==> src/rtl/hazard_scoreboard_if.sv <==
// D-stage hazard query bundle between the pipeline (master) and the hazard scoreboard (slave).
interface hazard_scoreboard_if #(
    parameter int REG_AW = 5,
    parameter int TNEW_W = 2
);
    logic [REG_AW-1:0] d_rs_addr;
    logic [1:0]        d_rs_tuse;
    logic [REG_AW-1:0] d_rt_addr;
    logic [1:0]        d_rt_tuse;
    logic [REG_AW-1:0] d_dst_addr;
    logic [TNEW_W-1:0] d_tnew;
    logic [1:0]        d_md_op;
    logic              e_write_en;
    logic              flush;
    logic              stall;
    logic              md_busy;
    logic [1:0]        fwd_rs_stage;
    logic [1:0]        fwd_rt_stage;

    modport master (
        output d_rs_addr, d_rs_tuse, d_rt_addr, d_rt_tuse, d_dst_addr, d_tnew, d_md_op,
        output e_write_en, flush,
        input  stall, md_busy, fwd_rs_stage, fwd_rt_stage
    );

    modport slave (
        input  d_rs_addr, d_rs_tuse, d_rt_addr, d_rt_tuse, d_dst_addr, d_tnew, d_md_op,
        input  e_write_en, flush,
        output stall, md_busy, fwd_rs_stage, fwd_rt_stage
    );
endinterface

==> src/rtl/hazard_scoreboard.sv <==
// Registered E/M/W writer scoreboard producing D-stage stall and forwarding-stage selects.
// Define HAZARD_MD_EN to build the mult/div busy counter and its stall term.
module hazard_scoreboard #(
    parameter int REG_AW      = 5,
    parameter int TNEW_W      = 2,
    parameter int MD_MULT_CYC = 5,
    parameter int MD_DIV_CYC  = 10,
    parameter int MD_CW       = 4
) (
    input  logic               clk,
    input  logic               reset,
    hazard_scoreboard_if.slave hz
);
    localparam int CW = (TNEW_W > 2) ? TNEW_W : 2;

    logic [REG_AW-1:0] e_dst_q, m_dst_q, w_dst_q;
    logic [REG_AW-1:0] e_dst_d, m_dst_d, w_dst_d;
    logic [TNEW_W-1:0] e_tnew_q, m_tnew_q, w_tnew_q;
    logic [TNEW_W-1:0] e_tnew_d, m_tnew_d, w_tnew_d;
    logic [REG_AW-1:0] e_dst_eff;
    logic              md_busy, stall_md, stall_all, bubble;

    logic [1:0][REG_AW-1:0] src_addr;
    logic [1:0][1:0]        src_tuse;

    // A cancelled conditional write is invisible both now and once it moves to M.
    assign e_dst_eff = hz.e_write_en ? e_dst_q : '0;
    assign src_addr  = {hz.d_rt_addr, hz.d_rs_addr};
    assign src_tuse  = {hz.d_rt_tuse, hz.d_rs_tuse};

    for (genvar s = 0; s < 2; s++) begin : g_src
        logic              used;
        logic [1:0]        fwd;
        logic              stl;
        logic [TNEW_W-1:0] tnew_m;

        always_comb begin
            used   = (src_tuse[s] != 2'd3) && (src_addr[s] != '0);
            fwd    = 2'd0;
            tnew_m = '0;
            if (used && src_addr[s] == e_dst_eff) begin
                fwd    = 2'd1;
                tnew_m = e_tnew_q;
            end else if (used && src_addr[s] == m_dst_q) begin
                fwd    = 2'd2;
                tnew_m = m_tnew_q;
            end else if (used && src_addr[s] == w_dst_q) begin
                fwd    = 2'd3;
                tnew_m = w_tnew_q;
            end
            stl = (fwd != 2'd0) && (CW'(tnew_m) > CW'(src_tuse[s]));
        end
    end

    assign stall_all       = g_src[0].stl | g_src[1].stl | stall_md;
    assign bubble          = stall_all | hz.flush;
    assign hz.stall        = stall_all;
    assign hz.md_busy      = md_busy;
    assign hz.fwd_rs_stage = g_src[0].fwd;
    assign hz.fwd_rt_stage = g_src[1].fwd;

    always_comb begin
        w_dst_d  = m_dst_q;
        w_tnew_d = (m_tnew_q == '0) ? '0 : m_tnew_q - TNEW_W'(1);
        m_dst_d  = e_dst_eff;
        m_tnew_d = (e_tnew_q == '0) ? '0 : e_tnew_q - TNEW_W'(1);
        e_dst_d  = hz.d_dst_addr;
        e_tnew_d = hz.d_tnew;
        if (bubble) begin
            e_dst_d  = '0;
            e_tnew_d = '0;
        end
    end

    always_ff @(posedge clk) begin
        if (reset) begin
            e_dst_q  <= '0;
            e_tnew_q <= '0;
            m_dst_q  <= '0;
            m_tnew_q <= '0;
            w_dst_q  <= '0;
            w_tnew_q <= '0;
        end else begin
            e_dst_q  <= e_dst_d;
            e_tnew_q <= e_tnew_d;
            m_dst_q  <= m_dst_d;
            m_tnew_q <= m_tnew_d;
            w_dst_q  <= w_dst_d;
            w_tnew_q <= w_tnew_d;
        end
    end

`ifdef HAZARD_MD_EN
    logic [1:0]       e_md_q, e_md_d;
    logic [MD_CW-1:0] md_cnt_q, md_cnt_d;
    logic             e_md_launch;

    assign e_md_launch = (e_md_q == 2'b01) || (e_md_q == 2'b10);
    assign md_busy     = (md_cnt_q != '0) || e_md_launch;
    assign stall_md    = (hz.d_md_op != 2'b00) && md_busy;

    // The counter keys off E only, so a squash behind a launched op leaves it running.
    always_comb begin
        e_md_d   = bubble ? 2'b00 : hz.d_md_op;
        md_cnt_d = md_cnt_q;
        if (e_md_q == 2'b01)      md_cnt_d = MD_CW'(MD_MULT_CYC);
        else if (e_md_q == 2'b10) md_cnt_d = MD_CW'(MD_DIV_CYC);
        else if (md_cnt_q != '0)  md_cnt_d = md_cnt_q - MD_CW'(1);
    end

    always_ff @(posedge clk) begin
        if (reset) begin
            e_md_q   <= 2'b00;
            md_cnt_q <= '0;
        end else begin
            e_md_q   <= e_md_d;
            md_cnt_q <= md_cnt_d;
        end
    end
`else
    logic unused_md;
    assign unused_md = ^{hz.d_md_op, MD_CW'(MD_MULT_CYC), MD_CW'(MD_DIV_CYC)};
    assign md_busy   = 1'b0;
    assign stall_md  = 1'b0;
`endif
endmodule

==> src/flat_wrapper.sv <==
// flat-port wrapper written by rule: the top's interface ports become plain ports
module hazard_scoreboard_flat 
#(
    parameter int REG_AW      = 5,
    parameter int TNEW_W      = 2,
    parameter int MD_MULT_CYC = 5,
    parameter int MD_DIV_CYC  = 10,
    parameter int MD_CW       = 4
)
  (clk, reset, hz_d_rs_addr, hz_d_rs_tuse, hz_d_rt_addr, hz_d_rt_tuse, hz_d_dst_addr, hz_d_tnew, hz_d_md_op, hz_e_write_en, hz_flush, hz_stall, hz_md_busy, hz_fwd_rs_stage, hz_fwd_rt_stage);
  hazard_scoreboard_if #(.REG_AW(REG_AW), .TNEW_W(TNEW_W)) hz_i ();
  input  logic clk;
  input  logic reset;
  input wire logic [$bits(hz_i.d_rs_addr)-1:0] hz_d_rs_addr;
  input wire logic [$bits(hz_i.d_rs_tuse)-1:0] hz_d_rs_tuse;
  input wire logic [$bits(hz_i.d_rt_addr)-1:0] hz_d_rt_addr;
  input wire logic [$bits(hz_i.d_rt_tuse)-1:0] hz_d_rt_tuse;
  input wire logic [$bits(hz_i.d_dst_addr)-1:0] hz_d_dst_addr;
  input wire logic [$bits(hz_i.d_tnew)-1:0] hz_d_tnew;
  input wire logic [$bits(hz_i.d_md_op)-1:0] hz_d_md_op;
  input wire logic [$bits(hz_i.e_write_en)-1:0] hz_e_write_en;
  input wire logic [$bits(hz_i.flush)-1:0] hz_flush;
  output wire logic [$bits(hz_i.stall)-1:0] hz_stall;
  output wire logic [$bits(hz_i.md_busy)-1:0] hz_md_busy;
  output wire logic [$bits(hz_i.fwd_rs_stage)-1:0] hz_fwd_rs_stage;
  output wire logic [$bits(hz_i.fwd_rt_stage)-1:0] hz_fwd_rt_stage;
  assign hz_i.d_rs_addr = hz_d_rs_addr;
  assign hz_i.d_rs_tuse = hz_d_rs_tuse;
  assign hz_i.d_rt_addr = hz_d_rt_addr;
  assign hz_i.d_rt_tuse = hz_d_rt_tuse;
  assign hz_i.d_dst_addr = hz_d_dst_addr;
  assign hz_i.d_tnew = hz_d_tnew;
  assign hz_i.d_md_op = hz_d_md_op;
  assign hz_i.e_write_en = hz_e_write_en;
  assign hz_i.flush = hz_flush;
  assign hz_stall = hz_i.stall;
  assign hz_md_busy = hz_i.md_busy;
  assign hz_fwd_rs_stage = hz_i.fwd_rs_stage;
  assign hz_fwd_rt_stage = hz_i.fwd_rt_stage;
  hazard_scoreboard #(.REG_AW(REG_AW), .TNEW_W(TNEW_W), .MD_MULT_CYC(MD_MULT_CYC), .MD_DIV_CYC(MD_DIV_CYC), .MD_CW(MD_CW)) u_core (.clk(clk), .reset(reset), .hz(hz_i));
endmodule
==> config.mk <==
export PLATFORM = sky130hd
export DESIGN_NAME = hazard_scoreboard_flat
export DESIGN_NICKNAME = d
export VERILOG_FILES = /design/src/rtl/hazard_scoreboard_if.sv /design/src/rtl/hazard_scoreboard.sv /design/src/flat_wrapper.sv
export SDC_FILE = /design/constraint.sdc
export NUM_CORES = 1
export LEC_CHECK = 0
export BUFFER_PORTS_ARGS = -buffer_cell sky130_fd_sc_hd__buf_2
export CAP_MARGIN = 0
export CORE_MARGIN = 2
export CORE_UTILIZATION = 49
export DETAILED_ROUTE_END_ITERATION = 12
export MAX_ROUTING_LAYER = met4
export PLACE_DENSITY = 0.74
export SLEW_MARGIN = 0
export SYNTH_ARGS = -nofsm -noshare
export SYNTH_HDL_FRONTEND = slang
export SYNTH_SLANG_ARGS = --single-unit
==> constraint.sdc <==
create_clock -name clk -period 4.7 [get_ports clk]
set_clock_uncertainty 0.05 [all_clocks]
set_input_delay 0.94 -clock clk [delete_from_list [all_inputs] [get_ports clk]]
set_output_delay 0.94 -clock clk [all_outputs]
set_load 0.01 [all_outputs]
# Word-level counts from Yosys, hierarchy flattened
# Cells that the tools add are included.
[totals] input_bits=27 regBits=21 word_cells=52 output_inout_bits=6
[op_classes] n_bitwise=2 magnitude_cmp=2 addsub=2 n_reduce_logical=19 muxes=13 n_eq_ne=8
[ops] op="5-bit == test" count=6
[ops] op="2-bit 2-to-1 mux" count=12
[ops] op="1-bit logical AND" count=10
[ops] op="5-bit nonzero test" count=2
[ops] op="2-bit OR reduction" count=3
[ops] op="5-bit 2-to-1 mux" count=1
[ops] op="2-bit greater-than comparator" count=2
[ops] op="2-bit logical NOT" count=2
[ops] op="2-bit != test, second input constant" count=2
[ops] op="2-bit nonzero test" count=2
[ops] op="2-bit by 1-bit subtractor with 2-bit output, second input constant" count=2
[ops] op="1-bit OR" count=2

# Logic depth before layout (Yosys ltp)
[depth] ltp_word=11 depth_mapped=13 ltp_nobuf=11

# Worst setup path after synthesis
# Ideal clock, no wire load.
[synth_path] path_type="in2out" start="input hz_d_rt_addr[3]" end="output hz_stall" arrival_time_ps=3154 path_stages=9 n_path_buf=1 required_ps=3710 slack_ps=556 cell_sequence="clkbuf_2 > xor2_1 > o22ai_1 > o21ai_0 > or2_2 > a311o_1 > ha_1 > a211oi_1 > a22o_2"
[synth_between] elab_chain_cells=9 elab_cells_between_ends=18 cone_classes="order compare (1); eq/ne (3); mux (6); bitwise (1); reduce/logical (7)"
[synth_lines] element="start: declaration" line_no="flat_wrapper.sv:16" source="input wire logic [$bits(hz_i.d_rt_addr)-1:0] hz_d_rt_addr;"
[synth_lines] element="5-bit nonzero test" line_no="hazard_scoreboard.sv:38" source="used = (src_tuse[s] != 2'd3) && (src_addr[s] != '0);"
[synth_lines] element="1-bit logical AND" line_no="hazard_scoreboard.sv:38"
[synth_lines] element="1-bit logical AND" line_no="hazard_scoreboard.sv:47" source="end else if (used && src_addr[s] == w_dst_q) begin"
[synth_lines] element="2-bit 2-to-1 mux" line_no="hazard_scoreboard.sv:47"
[synth_lines] element="2-bit 2-to-1 mux" line_no="hazard_scoreboard.sv:44" source="end else if (used && src_addr[s] == m_dst_q) begin"
[synth_lines] element="2-bit 2-to-1 mux" line_no="hazard_scoreboard.sv:41" source="if (used && src_addr[s] == e_dst_eff) begin"
[synth_lines] element="2-bit greater-than comparator or 2-bit nonzero test (tied branches)" line_no="hazard_scoreboard.sv:51" source="stl = (fwd != 2'd0) && (CW'(tnew_m) > CW'(src_tuse[s]));"
[synth_lines] element="1-bit logical AND *" line_no="hazard_scoreboard.sv:51"
[synth_lines] element="1-bit OR *" line_no="hazard_scoreboard.sv:55" source="assign stall_all = g_src[0].stl | g_src[1].stl | stall_md;"
[synth_lines] element="end: declaration" line_no="flat_wrapper.sv:23" source="output wire logic [$bits(hz_i.stall)-1:0] hz_stall;"
# Every way passes the cells marked *; elsewhere a longest branch is shown, timed or not.

# Final worst setup path
[layout_path] start="input hz_d_rs_addr[0]" end="output hz_stall"
[layout_between] elab_chain_cells=9 elab_cells_between_ends=18 cone_classes="order compare (1); eq/ne (3); mux (6); bitwise (1); reduce/logical (7)"
[layout_lines] element="start: declaration" line_no="flat_wrapper.sv:14" source="input wire logic [$bits(hz_i.d_rs_addr)-1:0] hz_d_rs_addr;"
[layout_lines] element="5-bit nonzero test" line_no="hazard_scoreboard.sv:38"
[layout_lines] element="1-bit logical AND" line_no="hazard_scoreboard.sv:38"
[layout_lines] element="1-bit logical AND" line_no="hazard_scoreboard.sv:47"
[layout_lines] element="2-bit 2-to-1 mux" line_no="hazard_scoreboard.sv:47"
[layout_lines] element="2-bit 2-to-1 mux" line_no="hazard_scoreboard.sv:44"
[layout_lines] element="2-bit 2-to-1 mux" line_no="hazard_scoreboard.sv:41"
[layout_lines] element="2-bit greater-than comparator or 2-bit nonzero test (tied branches)" line_no="hazard_scoreboard.sv:51"
[layout_lines] element="1-bit logical AND *" line_no="hazard_scoreboard.sv:51"
[layout_lines] element="1-bit OR *" line_no="hazard_scoreboard.sv:55"
# Marked as above.

==> results.yml <==
synth:
  synth_edf_count: 0
  ys_warn_count: 0
  synthDominantCellAreaShare_pct: 29.4
  seq_area_frac_synth_pct: 29.4
  yosys-mux-area-fraction_pct: 1.40
  ys_seq_elements: 21
  synth_cell_types: 40
  synth_top_family_by_area: "simple AND/OR/NAND/NOR gates"
  syn-num-nets: 210
  synthTopCellsByArea: "dfxtp_1 (29%), xor2_1 (12%), ha_1 (5.2%)"
  yosysMostFrequentCell: "dfxtp_1"
  synthArstFlopShare_pct: 0
  synth.avg_cell_area_sq_um: 8.09
  netlist_instances: 177
  syn_area_sq_um: 1430
  ys.flop_type: "dfxtp_1"
  synth-simple-area-share_pct: 24.6
  yosys.area_share.xor_xnor_pct: 15.9
  synth_area_leader_cell: "dfxtp_1"
  yosys.area_share.adder_pct: 5.24
  synth-compound-area-share_pct: 17.8
  synthTopCellsByCount: "dfxtp_1 (21), xor2_1 (20), nand2_1 (15)"
sta:
  slew-limit-headroom_pct: 61.8
  setup_viol_count_final: 0
  slew_violations: 0
  worst_pin_slew_ps: 570
  tns_ps: 0
  finalCriticalPeriod_ps: 4210
  rsz0062_at_grt: "no"
  hold_viol: 0
  finalCritPeriodShare_pct: 89.5
  fmax_mhz: 238
worst_hold_path:
  min_path_type: "reg2reg"
clocking:
  cts_resized: 0
  cts_setup_buffers: 0
  cts.sinks: 21
  cts_tree: "yes"
  cts-root-buf: "clkbuf_4"
  path_clk_slew_ps: 110
  holdBufCountCts: 0
  h-tree-depth: 1
  cts_buffers: 3
  clock_latency_ps: 290
  clock_path_buffers: 2
routing:
  totalWireLength_mm: 3.14
  postRouteAntennaNets: 0
  first_pass_iters: 4
  drt_iter0_drc: 36
  wire_per_inst_um: 13.4
  via_per_inst: 5.79
  dr_total_vias: 1356
  drc: 0
setup_path:
  start_kind: "primary input"
  worst_path_largest_cell_delay_ps: 330
  cpMaxStageDelayCell: "o32a_1"
  crit_required_ps: 3710
  critical_path.top_delay_family: "compound AO/OA/AOI/OAI gates"
  critPathArrivalTime_ps: 3220
  end_kind: "primary output"
  cp_max_fo: 8
  crit_type: "in2out"
  path_cells: "buf_2, nor3_1, a22oi_1, nand4_1, o32a_1, mux2i_1, ha_1, a21oi_1, a21oi_1, and2_1, a22o_2, buf_2"
  cp_num_buf_inv: 2
pwr:
  ir_drop_uv: 163
  leakage_nw: 0.714
  power.density_nw_per_um2: 214
global_route:
  grt_pass1_wl_mm: 5.15
  antenna_found_initial: 0
  grt.total_usage_pct: 20.4
  grt_max_degree: 15
  overflow: 0
  grt_pass1_vias: 1244
layout:
  multiInputGateArea_sq_um: 933
  register_area_sq_um: 420
  layout.nets: 237
  diodes: 0
  drive_above_1_share_pct: 17.2
  fillers: 270
  area_growth_pct: 12.4
  final_cells: 234
  final_area_sq_um: 1610
status:
  status: "finished clean"
floorplan:
  die_h_um: 58.0
  die_w_um: 58.0
  die-area_sq_um: 3370
  start_util_pct: 51.9
  ioPinCount: 33
  core_area_sq_um: 2760
  row_count: 19
placement:
  placed_cell_area_sq_um: 1580
  gp_congestion: 0.882
  io_buffers: 29
  dpl.hpwl_mm: 2.60
  dpl.cell_count: 230
run:
  drv_cap: 0
-- registers in the layout, indices dropped and copies added, names as in the netlist --
name,flops
u_core.e_tnew_q,2
u_core.e_dst_q,5
u_core.w_dst_q,5
u_core.m_dst_q,5
u_core.w_tnew_q,2
u_core.m_tnew_q,2
-- where the power goes --
group	switching [W]	internal, W
registers	0.00000618	0.000183
clock network	0.0000497	0.0000330
logic	0.0000408	0.0000308
-- metrics by stage --
stage / util (%) / hold slack (ps) / setup slack, ps / total power (W)
after floorplan: - / 372 / 556 / 0.000239
after global placement: 57.4 / 393 / 543 / 0.000261
after detailed placement: 57.4 / 407 / 499 / 0.000265
after CTS: 58.3 / 423 / 496 / 0.000346
after global routing: 58.3 / 442 / 270 / 0.000365
final: 58.3 / 427 / 492 / 0.000344
-- cell usage in the layout, fill, tap and decap left out, types with 2 or more instances in the layout --
master,n
a221oi_1,7
inv_1,10
a22o_1,2
dfxtp_1,21
nand2_1,15
a21oi_1,7
and3_1,2
mux2i_1,2
ha_1,6
and2_1,10
nand4b_1,2
o21ai_0,7
clkbuf_4,3
nor2_1,9
xnor2_1,6
xor2_1,20
buf_2,29
nor2b_1,6
nor3_1,11
nand4_1,2
o22ai_1,2
nand3_1,7
-- per-layer routing --
| layer | share of wire (%) | global-route usage [%] | wire length, um | up-vias |
|---|---|---|---|---|
| met5 | 0 | - | 0 | - |
| met4 | 1.3 | 6.64 | 42 | 0 |
| met3 | 6.5 | 2.23 | 204 | 4 |
| met2 | 50 | 36.2 | 1570 | 46 |
| met1 | 42 | 23.9 | 1330 | 627 |
| li1 | - | - | - | 679 |
-- final timing paths --
check                             to               start  depth (start not counted)  slack (ps)
setup / recovery            hz_stall     hz_d_rs_addr[0]                         12         490
hold / removal    u_core.w_tnew_q[0]  u_core.m_tnew_q[0]                          1         430
setup reg to reg   u_core.e_dst_q[0]   u_core.e_dst_q[3]                          9        2050
hold reg to reg   u_core.w_tnew_q[0]  u_core.m_tnew_q[0]                          1         430
-- area by class of cell --
cell class                      count  area share [%]
Multi-Input combinational cell    138            58.0
Sequential cell                    21            26.1
Timing Repair Buffer               30            9.49
Tap cell                           31            2.41
Inverter                           10            2.33
Clock buffer                        4            1.63
-- cell families (layout without fill, tap and decap cells) --
logic type      after synthesis  count (layout)
buf+inv                      18              44
simple gates                 67              67
flops                        21              21
xor+xnor                     26              26
fa+ha+maj                     6               6
compound gates               36              36
mux                           2               2
other cells                   1               1
Note: power is estimated with default switching activity, not from simulation.
